### config.mk
export PLATFORM = sky130hd
export DESIGN_NAME = seq_borrow_subtractor_flat
export DESIGN_NICKNAME = d
export VERILOG_FILES = /design/src/rtl/seq_borrow_subtractor_if.sv /design/src/rtl/seq_borrow_subtractor.sv /design/src/flat_wrapper.sv
export SDC_FILE = /design/constraint.sdc
export NUM_CORES = 1
export LEC_CHECK = 0
export ABC_AREA = 1
export ABC_CLOCK_PERIOD_IN_PS = 8780
export CAP_MARGIN = 20
export CORE_ASPECT_RATIO = 0.6
export CORE_MARGIN = 2
export CORE_UTILIZATION = 40
export CTS_CLUSTER_DIAMETER = 30
export DETAILED_ROUTE_END_ITERATION = 8
export PLACE_DENSITY_LB_ADDON = 0.1
export SYNTH_ARGS = -nofsm -noshare
export SYNTH_HDL_FRONTEND = slang
export SYNTH_SLANG_ARGS = --single-unit
### constraint.sdc
create_clock -name clk -period 8.78 [get_ports clk]
set_clock_uncertainty 0.15 [all_clocks]
set_input_delay 0.878 -clock clk [delete_from_list [all_inputs] [get_ports clk]]
set_output_delay 0.878 -clock clk [all_outputs]
set_load 0.005 [all_outputs]
### src/rtl/seq_borrow_subtractor_if.sv
// rtl/seq_borrow_subtractor_if.sv - operand/result handshake bundle for seq_borrow_subtractor
interface seq_borrow_subtractor_if #(
  parameter int N = 32
);
  logic         in_valid;
  logic         in_ready;
  logic [N-1:0] A;
  logic [N-1:0] B;
  logic         Bin;
  logic         out_valid;
  logic         out_ready;
  logic [N-1:0] D;
  logic         Bout;
  logic         Ovf;

  modport master (
    output in_valid, A, B, Bin, out_ready,
    input  in_ready, out_valid, D, Bout, Ovf
  );

  modport slave (
    input  in_valid, A, B, Bin, out_ready,
    output in_ready, out_valid, D, Bout, Ovf
  );
endinterface

### src/rtl/seq_borrow_subtractor.sv
// rtl/seq_borrow_subtractor.sv - multi-cycle A - B - Bin, W bits per clock with chunk borrow lookahead
module seq_borrow_subtractor #(
  parameter int N = 32,
  parameter int W = 8
) (
  input  logic                  clk,
  input  logic                  rst_n,
  seq_borrow_subtractor_if.slave bus
);
  localparam int NCHUNK = N / W;
  localparam int KW     = (NCHUNK > 1) ? $clog2(NCHUNK) : 1;

  typedef enum logic [1:0] {
    S_IDLE = 2'd0,
    S_RUN  = 2'd1,
    S_DONE = 2'd2
  } state_t;

  state_t         r_state;
  state_t         w_state_nxt;
  logic [N-1:0]   r_a;
  logic [N-1:0]   r_b;
  logic [N-1:0]   r_d;
  logic           r_borrow;
  logic           r_bout;
  logic           r_ovf;
  logic           r_out_valid;
  logic [KW-1:0]  r_k;

  logic [W-1:0]   w_a_chunk;
  logic [W-1:0]   w_b_chunk;
  logic [W-1:0]   w_g;
  logic [W-1:0]   w_p;
  logic [W:0]     w_bc;
  logic [W-1:0]   w_d_chunk;
  logic           w_last;
  logic           w_accept;

  assign w_last   = (r_k == KW'(NCHUNK - 1));
  assign w_accept = (r_state == S_IDLE) && bus.in_valid;

  always_comb begin
    w_a_chunk = '0;
    w_b_chunk = '0;
    for (int c = 0; c < NCHUNK; c++) begin
      if (r_k == KW'(c)) begin
        w_a_chunk = r_a[c*W +: W];
        w_b_chunk = r_b[c*W +: W];
      end
    end
  end

  // w_bc[i] is the borrow into bit i, each one a flat sum of generate/propagate products
  always_comb begin
    logic v_prop;
    logic v_acc;
    logic v_term;
    v_prop = 1'b0;
    v_acc  = 1'b0;
    v_term = 1'b0;
    w_g    = ~w_a_chunk & w_b_chunk;
    w_p    = ~(w_a_chunk ^ w_b_chunk);
    w_bc   = '0;
    w_bc[0] = r_borrow;
    for (int i = 1; i <= W; i++) begin
      v_prop = r_borrow;
      for (int j = 0; j < i; j++) begin
        v_prop = v_prop & w_p[j];
      end
      v_acc = v_prop;
      for (int j = 0; j < i; j++) begin
        v_term = w_g[j];
        for (int m = j + 1; m < i; m++) begin
          v_term = v_term & w_p[m];
        end
        v_acc = v_acc | v_term;
      end
      w_bc[i] = v_acc;
    end
    w_d_chunk = w_a_chunk ^ w_b_chunk ^ w_bc[W-1:0];
  end

  always_comb begin
    w_state_nxt = r_state;
    case (r_state)
      S_IDLE:  if (bus.in_valid)  w_state_nxt = S_RUN;
      S_RUN:   if (w_last)        w_state_nxt = S_DONE;
      S_DONE:  if (bus.out_ready) w_state_nxt = S_IDLE;
      default: w_state_nxt = S_IDLE;
    endcase
  end

  always_ff @(posedge clk or negedge rst_n) begin
    if (!rst_n) begin
      r_state     <= S_IDLE;
      r_out_valid <= 1'b0;
      r_a         <= '0;
      r_b         <= '0;
      r_d         <= '0;
      r_borrow    <= 1'b0;
      r_bout      <= 1'b0;
      r_ovf       <= 1'b0;
      r_k         <= '0;
    end else begin
      r_state     <= w_state_nxt;
      r_out_valid <= (w_state_nxt == S_DONE);
      if (w_accept) begin
        r_a      <= bus.A;
        r_b      <= bus.B;
        r_borrow <= bus.Bin;
        r_k      <= '0;
        r_d      <= '0;
        r_bout   <= 1'b0;
        r_ovf    <= 1'b0;
      end else if (r_state == S_RUN) begin
        for (int c = 0; c < NCHUNK; c++) begin
          if (r_k == KW'(c)) begin
            r_d[c*W +: W] <= w_d_chunk;
          end
        end
        r_borrow <= w_bc[W];
        if (w_last) begin
          r_bout <= w_bc[W];
          // the final chunk's top bit is D[N-1]
          r_ovf  <= (r_a[N-1] ^ r_b[N-1]) & (w_d_chunk[W-1] ^ r_a[N-1]);
          r_k    <= '0;
        end else begin
          r_k    <= r_k + KW'(1);
        end
      end
    end
  end

  // results are masked until DONE so a partially written difference never leaks out
  assign bus.in_ready  = (r_state == S_IDLE);
  assign bus.out_valid = r_out_valid;
  assign bus.D         = r_out_valid ? r_d : '0;
  assign bus.Bout      = r_out_valid & r_bout;
  assign bus.Ovf       = r_out_valid & r_ovf;
endmodule

### src/flat_wrapper.sv
// flat-port wrapper written by rule: the top's interface ports become plain ports
module seq_borrow_subtractor_flat 
#(
  parameter int N = 32,
  parameter int W = 8
)
  (clk, rst_n, bus_in_valid, bus_A, bus_B, bus_Bin, bus_out_ready, bus_in_ready, bus_out_valid, bus_D, bus_Bout, bus_Ovf);
  seq_borrow_subtractor_if #(.N(N)) bus_i ();
  input  logic clk;
  input  logic rst_n;
  input wire logic [$bits(bus_i.in_valid)-1:0] bus_in_valid;
  input wire logic [$bits(bus_i.A)-1:0] bus_A;
  input wire logic [$bits(bus_i.B)-1:0] bus_B;
  input wire logic [$bits(bus_i.Bin)-1:0] bus_Bin;
  input wire logic [$bits(bus_i.out_ready)-1:0] bus_out_ready;
  output wire logic [$bits(bus_i.in_ready)-1:0] bus_in_ready;
  output wire logic [$bits(bus_i.out_valid)-1:0] bus_out_valid;
  output wire logic [$bits(bus_i.D)-1:0] bus_D;
  output wire logic [$bits(bus_i.Bout)-1:0] bus_Bout;
  output wire logic [$bits(bus_i.Ovf)-1:0] bus_Ovf;
  assign bus_i.in_valid = bus_in_valid;
  assign bus_i.A = bus_A;
  assign bus_i.B = bus_B;
  assign bus_i.Bin = bus_Bin;
  assign bus_i.out_ready = bus_out_ready;
  assign bus_in_ready = bus_i.in_ready;
  assign bus_out_valid = bus_i.out_valid;
  assign bus_D = bus_i.D;
  assign bus_Bout = bus_i.Bout;
  assign bus_Ovf = bus_i.Ovf;
  seq_borrow_subtractor #(.N(N), .W(W)) u_core (.clk(clk), .rst_n(rst_n), .bus(bus_i));
endmodule
==> out/summary.md, run 1 <==
Number of endpoints with negative hold slack in the final report: 0. The first routing iteration left 252 violations. The tools report the count of different cell masters after synthesis as 32. Each instance of the synthesized netlist takes up on average 9.51 µm². The number of buffers inserted by port buffering was 104; the starting utilization of the core area was 0.405. Pin placement for this block handled 105 I/O pins.

The run gives 0.195 as the global-route total usage across every layer. After synthesis, the largest family of logic cells by area is simple AND/OR/NAND/NOR gates. Setup repair after global routing left no endpoint under its margin. The type of the setup path with the least slack was register to register. Summed over all failing endpoints, the final setup total negative slack is 0 ns. For this run, the post-layout net count is 715. 0 antenna diodes ended up in the layout. The post-detailed-routing wire length is 12,700 µm.

Maximum clock path buffer count: 2. Clock slew at the register clock pins of the worst setup and hold paths: 0.07 ns. The portion of the clock cycle consumed by the worst path in the final layout came out at 0.450. The proportion of layout cells with a drive suffix above 1 came out at 0.157. The startpoint identified for the worst register-to-register timing path is u_core.r_k[0].

The met2 routing resource usage after global routing came out at 0.279. The first global-routing pass estimated 20,800 µm of wire. The tools report the final-layout fill cell count as 1,150.

The flow ran to the end, and the final reports show no timing, DRC or antenna violations. The max-capacitance violation count was 0. The run gives 4,117 as the number of global-route vias before repair. The tightest slew margin relative to the limit is 0.314, and the minimum period implied by the final worst setup slack is 3.95 ns.

For this run, the number of standard cells in the final layout without fillers is 807. The worst hold path passes through 2 cells. Registers take 2600 µm².

The synthesized-area fraction occupied by ao, oa, aoi and oai cells was 0.0894. The library cell used most frequently in the layout, excluding fill and tap cells, is sky130_fd_sc_hd__nand2_1. For the pin with the worst max-slew slack, the measured transition is 1.03 ns.

The weighted congestion reported at the end of routability-driven placement is 0.789. The xor-xnor portion of the synthesized cell area was 0.00339. In the final routed layout, each cell accounts on average for 15.7 µm. The detail route stage leaves a number of antenna-violating nets equal to 0. The maximum operating frequency is 0.253 GHz. The die extent in y works out to 92 µm.

The layout overhead on the synthesized area came out at 27.6%. Of all nets on the critical path, the largest fanout is 22. The cell area power density was 440 nW/µm². The total die area is 13,900 µm². Buffers added to address setup during post-CTS repair amount to 0. Across the VDD grid, the largest voltage drop is 0.195 mV.

In this run the critical register-to-register path is captured at u_core.r_d[22]. The tree built by TritonCTS fans out to 104 sinks. Kind of start point of the critical path: a register. The synthesized design contains 104 register bits. The tools report the synthesized net count as 626. In the routed layout, each cell is associated on average with a via count of 4.94. The core occupancy in the finished layout is 0.517. The worst setup path is captured at a register.

Hold is met by 0.338 ns. The launch instance of the worst min-delay path is u_core.r_d[12]. The tools report the number of optimization iterations in the first detailed-route pass as 5.

The area fraction in and, or, nand and nor cells after synthesis is 0.157, and the portion of synthesized cell area occupied by the leading cell type is 0.504. Summed over all cells, the static leakage comes to 3.14 nW. For the total core area, the log shows 12,700 µm². Measured in cells, the most critical reg-to-reg path has a length of 20.

The detailed-route via count is 3,986, and the final number of max-transition violations is 0. The top cell types in the final layout, fill and taps aside, are sky130_fd_sc_hd__nand2_1, sky130_fd_sc_hd__dfrtp_1, sky130_fd_sc_hd__clkdlybuf4s50_1, sky130_fd_sc_hd__mux2_2, sky130_fd_sc_hd__inv_1. For the required arrival time at the worst endpoint, the log shows 8.90 ns. Die span in x: 151 µm. Most used routing layer in global routing: met1. During synthesis, Yosys emitted a total of 0 warnings. The area used by multi-input combinational logic is 2190 µm², and the number of placed instances with taps included is 790. The flop-to-flop setup slack is 4.83 ns.

CTS placed an instance of sky130_fd_sc_hd__clkbuf_16 at the clock tree root. By area the synthesized netlist is led by sky130_fd_sc_hd__dfrtp_1, sky130_fd_sc_hd__mux2_2, sky130_fd_sc_hd__nand2_1, sky130_fd_sc_hd__inv_1, sky130_fd_sc_hd__o21ai_0. The tools report the synthesized instance count as 543. Data arrives at the worst endpoint at 4.07 ns. The run gives 2.90 mW as the overall power of the completed layout.

The run gives 0.0478 as the met3 routing resource usage after global routing. Setup violations remaining at the end of the flow were counted as 0. Entering global routing, the biggest net connects 82 pins. The mapped netlist covers 5160 µm².

Total congestion overflow: 0. The half-perimeter wire length of the detailed placement result was 9440 µm; the post-cts repair resize count was 0. The clock reaches the later pin of the worst-skew pair after 0.35 ns. The synthesized design spends more area on one cell type than any other, namely sky130_fd_sc_hd__dfrtp_1. In this run the worst hold path is classified as register to register.

In this run the core area contains 32 standard-cell rows. In the routed design, unresolved DRC markers number 0. For the initial antenna violation count, the log shows 0.

The share of cell area taken by muxes after synthesis was 0.137. The total CTS buffers is 9. The destination of the worst hold path is u_core.r_d[12]. TritonCTS built the clock tree. The sequential share of the synthesized area was 0.504; the post-synthesis adder-cell area fraction was 0.0354.

The clock tree synthesis step divided the H-tree into 3 levels. The global routing met1 resource utilization came out at 0.297. The total of hold buffers inserted after clock tree synthesis came out at 0.
[Yosys cell counts (all sizes together)]
| library cell | n |
|---|---|
| nand2 | 129 |
| dfrtp | 104 |
| mux2 | 63 |
| inv | 59 |
| o21ai | 58 |
| nand3 | 27 |
| a21oi | 24 |
| nor2 | 21 |
| buf | 15 |
| clkbuf | 13 |
| ha | 13 |
| o311ai | 5 |
| nand4 | 4 |
| or2 | 2 |
| fa | 1 |
| nand3b | 1 |
| nor4 | 1 |
| o211ai | 1 |
| xnor2 | 1 |
| xor2 | 1 |
[power breakdown]
group | switching, mW | total [mW] | internal [mW]
Clock | 0.181 | 0.384 | 0.204
Sequential | 0.145 | 0.875 | 0.729
Combinational | 0.998 | 1.64 | 0.642
[stage by stage]
step | worst slack (ns) | instance area (µm²)
2_1_floorplan | 5.73 | 5160
3_3_place_gp | 5.05 | 6270
3_5_place_dp | 4.91 | 6270
4_1_cts | 4.87 | 6560
5_1_grt | 4.44 | 6590
6_report | 4.83 | 6590
[critical path: stages (launching register included)]
cell	delay (ns)
sky130_fd_sc_hd__dfrtp_1	0.40
sky130_fd_sc_hd__inv_1	0.13
sky130_fd_sc_hd__ha_1	0.66
sky130_fd_sc_hd__inv_1	0.42
sky130_fd_sc_hd__o21ai_0	0.29
sky130_fd_sc_hd__a21oi_1	0.17
sky130_fd_sc_hd__ha_1	0.35
sky130_fd_sc_hd__ha_1	0.20
sky130_fd_sc_hd__nand2_1	0.10
sky130_fd_sc_hd__nand3b_2	0.11
sky130_fd_sc_hd__nand2_2	0.08
sky130_fd_sc_hd__nand2_1	0.06
sky130_fd_sc_hd__nand2_2	0.08
sky130_fd_sc_hd__nand2_2	0.06
sky130_fd_sc_hd__nand2_2	0.07
sky130_fd_sc_hd__nand2_2	0.06
sky130_fd_sc_hd__nand2_2	0.07
sky130_fd_sc_hd__nand2_1	0.06
sky130_fd_sc_hd__nand2_1	0.07
sky130_fd_sc_hd__nand3_2	0.10
sky130_fd_sc_hd__o21ai_1	0.19
[cells by family after synthesis]
group           Yosys count
fa+ha+maj                14
flops                   104
simple gates            185
xor+xnor                  2
buf+inv                  87
compound gates           88
mux                      63
[worst max path at each step]
stage          slack, ns          start        endpoint
2_1_floorplan       5.73  u_core.r_k[0]  u_core.r_d[14]
3_3_place_gp        5.05  u_core.r_k[0]  u_core.r_d[14]
3_5_place_dp        4.91  u_core.r_k[0]  u_core.r_d[14]
4_1_cts             4.87  u_core.r_k[0]  u_core.r_d[22]
5_1_grt             4.44  u_core.r_k[1]  u_core.r_d[22]
6_report            4.83  u_core.r_k[0]  u_core.r_d[22]
[flip-flops by register name (all words and copies together), names as in the netlist]
signal                cells
u_core.r_a               32
u_core.r_b               32
u_core.r_d               32
u_core.r_k                2
u_core.r_state            2
u_core.bus.out_valid      1
u_core.r_borrow           1
u_core.r_bout             1
u_core.r_ovf              1
[final cells by class]
type / instances / share of cell area
Sequential cell: 104 / 0.395
Multi-Input combinational cell: 352 / 0.332
Timing Repair Buffer: 106 / 0.163
Clock buffer: 10 / 0.0363
Inverter: 59 / 0.0336
Tap cell: 170 / 0.0323
Clock inverter: 6 / 0.00779
[routing by layer]
metal	wire length [µm]	up-vias
met5	0	-
met4	112	0
met3	722	12
met2	5250	98
met1	6570	1922
li1	-	1954
No activity file was read; power rests on OpenSTA's default activity.
==> inputs of run 2 (changes only) <==
--- a/config.mk
+++ b/config.mk
@@ -6,7 +6,7 @@
 export NUM_CORES = 1
 export LEC_CHECK = 0
 export ABC_AREA = 1
-export ABC_CLOCK_PERIOD_IN_PS = 8780
+export ABC_CLOCK_PERIOD_IN_PS = 4000
 export CAP_MARGIN = 20
 export CORE_ASPECT_RATIO = 0.6
 export CORE_MARGIN = 2
==> constraint.sdc (replaced) <==
create_clock -name clk -period 4 [get_ports clk]
set_clock_uncertainty 0.15 [all_clocks]
set_input_delay 0.4 -clock clk [delete_from_list [all_inputs] [get_ports clk]]
set_output_delay 0.4 -clock clk [all_outputs]
set_load 0.005 [all_outputs]
==> run 2 against run 1 <==
Against the previous run: cell count grew 0.87%; clock power grew to 2.6 times the previous value; worst hold slack lost 0.30 ns; flip-flop and latch count is the same; cell area grew 1.5%; combinational power grew 120%; critical endpoint is now u_core.r_d[6]; largest cell class unchanged.
==> out/summary.md, run 2 (synthesis results as in run 1) <==
The run finished with clean final reports. The cell area power density was 987 nW/µm² (was 440 nW/µm²); the largest driver fanout on the critical path was 9 (was 22). For the count of boundary I/O pins, the log shows 105 (unchanged).

First-pass GRT wire length: 21,100 µm (was 20,800 µm). The antenna diode count is 0 (unchanged), and the final number of max-transition violations is 0 (unchanged). The detailed-route via count is 4,057 (was 3,986). Series of cell instances along the critical path: inv_1, ha_1, buf_4, nand3_1, nand2_1, o21ai_0, a21oi_1, ha_1, ha_1, nand2_1, nand3b_2, nand2_2, nand2_1, nand2_2, nand2_2, nand2_2, nand2_2, nand2_2, nand2_1, nand2_1, nand3_2, o21ai_1 (was inv_1, ha_1, inv_1, o21ai_0, a21oi_1, ha_1, ha_1, nand2_1, nand3b_2, nand2_2, nand2_1, nand2_2, nand2_2, nand2_2, nand2_2, nand2_2, nand2_1, nand2_1, nand3_2, o21ai_1).

The tools report the kind of start point of the critical path as a register (unchanged). The type of the setup path with the least slack is register to register (unchanged). TritonCTS built the clock tree. The minimum period implied by the final worst setup slack was 3.51 ns (was 3.95 ns). Most common cell after layout, fill and taps aside: sky130_fd_sc_hd__nand2_1 (unchanged). The tools report the weighted congestion reported at the end of routability-driven placement as 0.787 (was 0.789). The run gives 170 (was 252) as the number of DRC markers after the initial detailed-route iteration.

The maximum operating frequency was 0.284 GHz (was 0.253 GHz). The tools report the number of optimization iterations in the first detailed-route pass as 5 (unchanged). The number of global-route vias before repair came out at 4,077 (was 4,117).

Biggest registers after layout: u_core.r_a (32), u_core.r_b (32), u_core.r_d (32) (unchanged). For the final-layout fill cell count, the log shows 1,137 (was 1,150). Post-route DRC violation count: 0 (unchanged).

The post-detailed-routing wire length is 13,100 µm (was 12,700 µm). The run gives 0 (unchanged) as the total of hold buffers inserted after clock tree synthesis. Post-detailed-route wirelength per cell: 16.1 µm (was 15.7 µm).

The cell with the most instances on the worst path was sky130_fd_sc_hd__nand2_2 (unchanged). For the arrival time at the worst endpoint, the log shows 3.62 ns (was 4.07 ns). The clock tree root driver cell is sky130_fd_sc_hd__clkbuf_16 (unchanged). The worst setup path startpoint is u_core.r_k[0] (unchanged). Setup repair after global routing left no endpoint under its margin.

The starting utilization of the core area was 0.405 (unchanged); the remaining number of nets flagged by the antenna check after routing was 0 (unchanged). The total congestion overflow came out at 0 (unchanged). The run gives 0 (unchanged) as the post-cts repair resize count. Pin count of the biggest net entering global routing: 77 (was 82).

The clock slew at the register clock pins of the worst setup and hold paths is 0.07 ns (about the same). The worst hold path class was primary input to async pin (was register to register). The number of buffers inserted by port buffering was 104 (unchanged); the highest cell delay on the worst timing path was 0.41 ns (was 0.66 ns). Slew at the pin closest to its max-slew limit: 0.960 ns (was 1.03 ns).

The logs give 0.488 mV (was 0.195 mV) for the maximum vdd drop and 9 (unchanged) for the total CTS buffers. Max-capacitance violation count: 0 (unchanged). Required arrival time at the worst endpoint: 4.11 ns (was 8.90 ns). The smallest hold slack is 0.0383 ns (was 0.338 ns).

The per-cell via count in the routed design works out to 4.98 (was 4.94). The level count of the clock H-tree is 3 (unchanged). Portion of the clock cycle consumed by the worst path in the final layout: 0.879 (was 0.450). The tools report the sink count of the clock tree as 104 (unchanged).

The standard cell with the maximum stage delay on the critical path is sky130_fd_sc_hd__dfrtp_1 (was sky130_fd_sc_hd__ha_1). The tools report the final net count as 722 (was 715). Startpoint of the worst register-to-register path: u_core.r_k[0] (unchanged).

The maximum clock path buffer count was 2 (unchanged). The proportion of layout cells with a drive suffix above 1 was 0.163 (was 0.157); the number of rows in the core area was 32 (unchanged). The total leakage power is 3.19 nW (was 3.14 nW). Die span in x: 151 µm (unchanged). The setup TNS is 0 ns (unchanged), and the depth of the worst register-to-register path is 22 (was 20). Kind of end point of the critical path: a register (unchanged). The half-perimeter wire length of the detailed placement result came out at 9710 µm (was 9440 µm). Commonest cells after routing, fill and taps aside: sky130_fd_sc_hd__nand2_1, sky130_fd_sc_hd__dfrtp_1, sky130_fd_sc_hd__clkdlybuf4s50_1, sky130_fd_sc_hd__mux2_2, sky130_fd_sc_hd__inv_1 (unchanged). The tools report the number of endpoints with negative hold slack in the final report as 0 (unchanged).

The tightest slew margin relative to the limit came out at 0.360 (was 0.314). The total core area is 12,700 µm² (unchanged), and the die extent in y is 92 µm (unchanged). The flop-to-flop setup slack was 0.49 ns (was 4.83 ns).

The post-CTS setup buffer count was 0 (unchanged); the global-route total usage across every layer was 0.198 (was 0.195). The clock latency on the worst-skew pair was 0.34 ns (was 0.35 ns). The run gives 13,900 µm² (unchanged) as the total die area.

The layout overhead on the synthesized area was 29.5% (was 27.6%). The number of failing setup endpoints in the final timing report is 0 (unchanged). The endpoint of the lowest-slack register-to-register path is u_core.r_d[6] (was u_core.r_d[22]). Initial antenna violation count: 0 (unchanged).
[run 2: cell count changes in the layout (fill, tap and decap cells not counted)]
cell | before | now
sky130_fd_sc_hd__clkinvlp_4 | 1 | 2
sky130_fd_sc_hd__inv_6 | 2 | 0
sky130_fd_sc_hd__clkbuf_8 | 1 | 0
sky130_fd_sc_hd__clkinv_4 | 3 | 0
sky130_fd_sc_hd__bufinv_16 | 0 | 3
sky130_fd_sc_hd__clkbuf_1 | 0 | 2
sky130_fd_sc_hd__buf_4 | 2 | 9
[run 2: how the worst max path moves through the flow]
stage	slack, ns	cells past startpoint	endpoint
6_report	0.49	22	u_core.r_d[6]
5_1_grt	0.13	20	u_core.r_d[5]
4_1_cts	0.50	22	u_core.r_d[6]
3_5_place_dp	0.55	22	u_core.r_d[6]
3_3_place_gp	0.70	18	u_core.r_d[13]
2_1_floorplan	0.95	23	u_core.r_d[14]
[run 2: stage by stage]
step            util  worst slack (ns)  power [mW]  instances  instance area (µm²)
2_1_floorplan      -             0.947        4.52        543                 5160
3_3_place_gp   0.496             0.701        5.44        797                 6320
3_5_place_dp   0.496             0.551        5.58        797                 6320
4_1_cts        0.523             0.503        6.62        813                 6660
5_1_grt        0.525             0.131        7.17        814                 6690
6_report       0.525             0.485        6.60        814                 6690
[run 2: layout make-up]
type,instances,area (µm²),share of cell area
multi-input cells,352,2190,0.327
repair buffers,113,1130,0.168
flip-flops and latches,104,2600,0.389
well taps,170,213,0.0318
clock buffers,11,233,0.0348
inverters,59,221,0.0331
clock inverters,5,105,0.0157
[run 2: power by group]
part	internal, mW	switching, mW
Combinational	1.44	2.24
Clock	0.612	0.379
Sequential	1.60	0.329
Total	3.66	2.94
[run 2: worst max-delay path, delay by kind of cell, from the launching register on]
| family | cells | cell delay [ns] |
|---|---|---|
| and+or+nand+nor | 14 | 1.05 |
| buffers and inverters | 2 | 0.38 |
| AOI/OAI and AO/OA | 3 | 0.55 |
| adders and majority gates | 3 | 0.89 |
| DFF | 1 | 0.41 |
[run 2: metal layers]
layer	part of all wire	routed length (µm)	up-vias	track usage
met3	0.056	738	8	0.0448
met4	0.0065	85	0	0.0343
met2	0.42	5510	98	0.294
met5	0	0	-	0
met1	0.52	6740	1977	0.299
li1	-	-	1974	-
==> inputs of run 3 (changes only) <==
--- a/config.mk
+++ b/config.mk
@@ -12,6 +12,7 @@
 export CORE_MARGIN = 2
 export CORE_UTILIZATION = 40
 export CTS_CLUSTER_DIAMETER = 30
+export CTS_CLUSTER_SIZE = 25
 export DETAILED_ROUTE_END_ITERATION = 8
 export PLACE_DENSITY_LB_ADDON = 0.1
 export SYNTH_ARGS = -nofsm -noshare
==> results of run 3 <==
Final layout, timing and power as in run 2 (identical DEF).
